### src/rtl/maq_refri_ctrl.sv
// Soft-drink sales controller: coin credit, priced product selection, dispense
// handshake, and greedy one-coin-at-a-time change return.
module maq_refri_ctrl #(
  parameter int unsigned PRICE0     = 20,
  parameter int unsigned PRICE1     = 25,
  parameter int unsigned PRICE2     = 35,
  parameter int unsigned PRICE3     = 50,
  parameter int unsigned CREDIT_MAX = 95
) (
  input  logic       clk,
  input  logic       rst,
  input  logic [1:0] moeda,
  input  logic       sel_vld,
  input  logic [1:0] sel,
  input  logic       cancel,
  output logic       disp_req,
  output logic [1:0] disp_id,
  input  logic       disp_ack,
  output logic       chg_req,
  output logic [1:0] chg_coin,
  input  logic       chg_ack,
  output logic       coin_rej,
  output logic       sel_err,
  output logic [6:0] credit,
  output logic       busy
);

  typedef enum logic [1:0] {IDLE, CREDIT, DISPENSE, CHANGE} state_t;

  state_t     state_q, state_d;
  logic [6:0] credit_q, credit_d;
  logic [1:0] disp_id_q, disp_id_d;
  logic [1:0] chg_coin_q, chg_coin_d;
  logic       disp_req_q, disp_req_d;
  logic       chg_req_q, chg_req_d;
  logic       coin_rej_q, coin_rej_d;
  logic       sel_err_q, sel_err_d;
  logic       busy_q, busy_d;

  logic [6:0] coin_v, price;
  logic [7:0] sum;
  logic       take_coin;

  function automatic logic [6:0] coin_val(input logic [1:0] c);
    case (c)
      2'b01:   coin_val = 7'd5;
      2'b10:   coin_val = 7'd10;
      2'b11:   coin_val = 7'd25;
      default: coin_val = 7'd0;
    endcase
  endfunction

  function automatic logic [1:0] greedy(input logic [6:0] cr);
    if (cr >= 7'd25)      greedy = 2'b11;
    else if (cr >= 7'd10) greedy = 2'b10;
    else                  greedy = 2'b01;
  endfunction

  always_comb begin
    case (sel)
      2'd0:    price = 7'(PRICE0);
      2'd1:    price = 7'(PRICE1);
      2'd2:    price = 7'(PRICE2);
      default: price = 7'(PRICE3);
    endcase
  end

  assign coin_v = coin_val(moeda);
  // Compared in 8 bits so the limit check cannot wrap.
  assign sum    = {1'b0, credit_q} + {1'b0, coin_v};

  always_comb begin
    state_d    = state_q;
    credit_d   = credit_q;
    disp_id_d  = disp_id_q;
    coin_rej_d = 1'b0;
    sel_err_d  = 1'b0;
    take_coin  = 1'b0;
    case (state_q)
      IDLE: begin
        sel_err_d = sel_vld;
        take_coin = 1'b1;
      end
      CREDIT: begin
        if (cancel) begin
          state_d    = (credit_q != 7'd0) ? CHANGE : IDLE;
          coin_rej_d = |moeda;
        end else if (sel_vld && credit_q >= price) begin
          credit_d   = credit_q - price;
          disp_id_d  = sel;
          state_d    = DISPENSE;
          coin_rej_d = |moeda;
        end else begin
          sel_err_d = sel_vld;
          take_coin = 1'b1;
        end
      end
      DISPENSE: begin
        coin_rej_d = |moeda;
        if (disp_ack) state_d = (credit_q != 7'd0) ? CHANGE : IDLE;
      end
      default: begin
        coin_rej_d = |moeda;
        // chg_coin_q is the coin actually presented to the ejector.
        if (chg_ack) begin
          credit_d = credit_q - coin_val(chg_coin_q);
          if (credit_d == 7'd0) state_d = IDLE;
        end
      end
    endcase
    if (take_coin && moeda != 2'b00) begin
      if (sum <= 8'(CREDIT_MAX)) begin
        credit_d = sum[6:0];
        state_d  = CREDIT;
      end else begin
        coin_rej_d = 1'b1;
      end
    end
    disp_req_d = (state_d == DISPENSE);
    chg_req_d  = (state_d == CHANGE);
    chg_coin_d = chg_req_d ? greedy(credit_d) : 2'b00;
    busy_d     = disp_req_d | chg_req_d;
  end

  always_ff @(posedge clk) begin
    if (rst) begin
      state_q    <= IDLE;
      credit_q   <= '0;
      disp_id_q  <= '0;
      chg_coin_q <= '0;
      disp_req_q <= 1'b0;
      chg_req_q  <= 1'b0;
      coin_rej_q <= 1'b0;
      sel_err_q  <= 1'b0;
      busy_q     <= 1'b0;
    end else begin
      state_q    <= state_d;
      credit_q   <= credit_d;
      disp_id_q  <= disp_id_d;
      chg_coin_q <= chg_coin_d;
      disp_req_q <= disp_req_d;
      chg_req_q  <= chg_req_d;
      coin_rej_q <= coin_rej_d;
      sel_err_q  <= sel_err_d;
      busy_q     <= busy_d;
    end
  end

  assign credit   = credit_q;
  assign disp_req = disp_req_q;
  assign disp_id  = disp_id_q;
  assign chg_req  = chg_req_q;
  assign chg_coin = chg_coin_q;
  assign coin_rej = coin_rej_q;
  assign sel_err  = sel_err_q;
  assign busy     = busy_q;

endmodule

### config.mk
export PLATFORM = sky130hd
export DESIGN_NAME = maq_refri_ctrl
export DESIGN_NICKNAME = d
export VERILOG_FILES = /design/src/rtl/maq_refri_ctrl.sv
export SDC_FILE = /design/constraint.sdc
export NUM_CORES = 1
export LEC_CHECK = 0
export CAP_MARGIN = 15
export CORE_UTILIZATION = 35
export CTS_BUF_LIST = sky130_fd_sc_hd__clkbuf_2 sky130_fd_sc_hd__clkbuf_4 sky130_fd_sc_hd__clkbuf_8
export CTS_CLUSTER_SIZE = 30
export DETAILED_ROUTE_END_ITERATION = 12
export PLACE_DENSITY = 0.64
export SLEW_MARGIN = 20
export SYNTH_ARGS = -nofsm -noshare
export SYNTH_HDL_FRONTEND = slang
export SYNTH_SLANG_ARGS = --single-unit
### constraint.sdc
create_clock -name clk -period 7.9 [get_ports clk]
set_clock_uncertainty 0.05 [all_clocks]
set_input_delay 1.185 -clock clk [delete_from_list [all_inputs] [get_ports clk]]
set_output_delay 1.185 -clock clk [all_outputs]
set_load 0.05 [all_outputs]
==> flow_summary.json <==
{
  "cp-startpoint": "sel[0]",
  "die_w_um": 76.8,
  "die_height_um": 76.8,
  "avgRoutedWirePerCell_um": 15.3,
  "slew_headroom_pct": 49.7,
  "drt-pass1-iter-count": 4,
  "ys_warn_count": 0,
  "placed_cells_incl_taps": 344,
  "worst_pin_slew_ps": 753,
  "synth.area.mux_share_pct": 1.53,
  "hold_violations": 0,
  "fillers": 540,
  "ys_seq_area_share_pct": 18.4,
  "post-route-min-period_ps": 5110,
  "synth.avg_cell_area_um2": 7.59,
  "critPathCaptureType": "flip-flop",
  "start_kind": "input pin",
  "place_congestion": 0.824,
  "worstHoldStart": "disp_id[1]$_SDFFE_PP0P_",
  "synth_top_cell_by_area": "dfxtp_1",
  "vias": 1935,
  "path_class": "input pin to flip-flop",
  "post-synth-top-count-cell": "nor2_1",
  "fmax_ghz": 0.196,
  "slew_violations": 0,
  "antenna_found_initial": 0,
  "antenna_cells": 0,
  "grt.overflow.total": 0,
  "timing.setup.tns_ps": 0,
  "synth_common_cells": "24 x nor2_1, 21 x inv_1, 20 x ha_1",
  "synth_xor_area_share_pct": 4.47,
  "setup_viol": 0,
  "routed_via_density": 5.56,
  "numCtsBuffers": 3,
  "run_status": "finished, final reports clean",
  "grt_usage_pct": 19.3,
  "fin_cells": 348,
  "initial_core_util_pct": 37.4,
  "clk_pin_slew_worst_paths_ps": 70,
  "io_pins": 26,
  "nNetsFinal": 311,
  "synth_flop_cell": "dfxtp_1",
  "clk_latency_ps": 260,
  "hpwl_mm": 4.23,
  "root_buffer": "clkbuf_8",
  "hold_class": "flip-flop to flip-flop",
  "postCtsSetupBuffers": 0,
  "synth_edf_count": 0,
  "postCtsHoldBufs": 0,
  "syn_area_mm2": 0.00196,
  "synthTopCellsByArea": "dfxtp_1 18%, ha_1 13%, nor2_1 4.6%",
  "die_area_mm2": 0.00590,
  "async_reset_ff_share_pct": 0,
  "drt_iter0_markers": 139,
  "synth_adder_area_share_pct": 14.8,
  "design_area_mm2": 0.00232,
  "holdWs_ps": 454,
  "min_period_over_period_pct": 64.7,
  "drive_gt1_share_pct": 4.68,
  "synth_compound_area_share_pct": 29.0,
  "drtAntennaViolNets": 0,
  "ir_worst_vdd_mv": 0.240,
  "ys_ff_latch": 18,
  "power.total_uw": 966,
  "powerDensity_mw_per_mm2": 417,
  "core-area_mm2": 0.00524,
  "hold_path_depth": 2,
  "cts_tree": "done",
  "grt_pass1_wl_mm": 9.14,
  "clockBufferDepth": 2,
  "fp-row-count": 26,
  "ctsResizeCount": 0,
  "syn_nets": 290,
  "numClockSinks": 18,
  "rsz0062_at_grt": "no",
  "grt_pass1_vias": 1869,
  "synthSimpleGateAreaFrac_pct": 25.9,
  "synthCells": 258,
  "max-cap-violations": 0,
  "grt_max_degree": 18,
  "synth_cell_type_count": 56,
  "synth.top_cell.area_share_pct": 18.4,
  "htree_num_levels": 1,
  "path_max_fanout": 14,
  "rr_worst_depth": 11,
  "drt_wl_total_mm": 5.33,
  "p_leak_nw": 0.917,
  "portBuffers": 25,
  "syn2layout_area_growth_pct": 18.2,
  "rr_startpoint": "credit[1]$_SDFF_PP0_",
  "synth_top_family_by_area": "compound AO/OA/AOI/OAI gates",
  "critical_path_arrival_ps": 5210,
  "required_ps": 8000,
  "placed_area_mm2": 0.00226,
  "drc": 0
}
==> kinds of logic (layout without fill, tap and decap cells) <==
kind of cell               count (synthesis)  after routing
buffers and inverters                     30             50
xor gates and xnor gates                  10             10
DFF                                       18             18
adders and majority gates                 22             22
AOI/OAI and AO/OA                         81             81
and+or+nand+nor                           94             94
muxes                                      3              3
==> path summary, 6_finish.rpt <==
kind / endpoint / slack [ps]
min reg2reg: disp_id[1]$_SDFFE_PP0P_ / 450
max reg2reg: chg_coin[0]$_SDFF_PP0_ / 3760
min: disp_id[1]$_SDFFE_PP0P_ / 450
max: chg_coin[0]$_SDFF_PP0_ / 2790
==> area by class of cell <==
class | count | area, um^2 | share of cell area (%)
clock buffers | 4 | 55.1 | 2.38
repair buffers | 25 | 250 | 10.8
inverters | 21 | 78.8 | 3.40
flip-flops and latches | 18 | 360 | 15.6
multi-input cells | 210 | 1480 | 64.1
well taps | 70 | 87.6 | 3.78
==> cells in the final DEF (no fill, tap or decap), types with 4 or more instances in the layout <==
cell type	count
clkbuf_8	4
inv_1	21
xnor2_1	8
o21ai_0	15
nor4_1	4
nor3_1	12
nor2_1	24
nand3_1	6
o211ai_1	4
dfxtp_1	18
a31oi_1	4
nand2_1	18
clkdlybuf4s50_1	25
ha_1	20
nand2b_1	7
a21oi_1	17
o21a_1	8
a211oi_1	5
==> worst max-delay path: stages <==
cell	delay, ps
clkdlybuf4s50_1	530
inv_1	100
ha_1	200
inv_1	50
ha_1	280
nor4b_2	210
nor4_4	380
a2bb2oi_2	270
nand2_1	150
a211oi_2	690
inv_1	310
o21a_1	290
o31a_1	300
o31a_1	270
==> through the flow <==
| step | setup slack [ps] | util, % |
|---|---|---|
| after floorplan | 3740 | - |
| after global placement | 2640 | 43.2 |
| after detailed placement | 2540 | 43.2 |
| after CTS | 2800 | 44.2 |
| after global routing | 2480 | 44.2 |
| final | 2790 | 44.2 |
==> sequential cells by signal, indices dropped and copies added (netlist names), 2 cells and up <==
name	cells
credit	7
chg_coin	2
state_q	2
disp_id	2
==> power by group <==
group / switching, mW / internal (mW)
Clock: 0.0335 / 0.0444
Sequential: 0.0683 / 0.119
Combinational: 0.420 / 0.280
Total: 0.522 / 0.444
==> layer usage <==
layer	share of wire [%]	GRT usage, %
met1	45	26.0
met2	48	32.3
met3	6.8	2.38
met4	0.73	4.42
met5	0	0
Note: power is estimated with default switching activity, not from simulation.
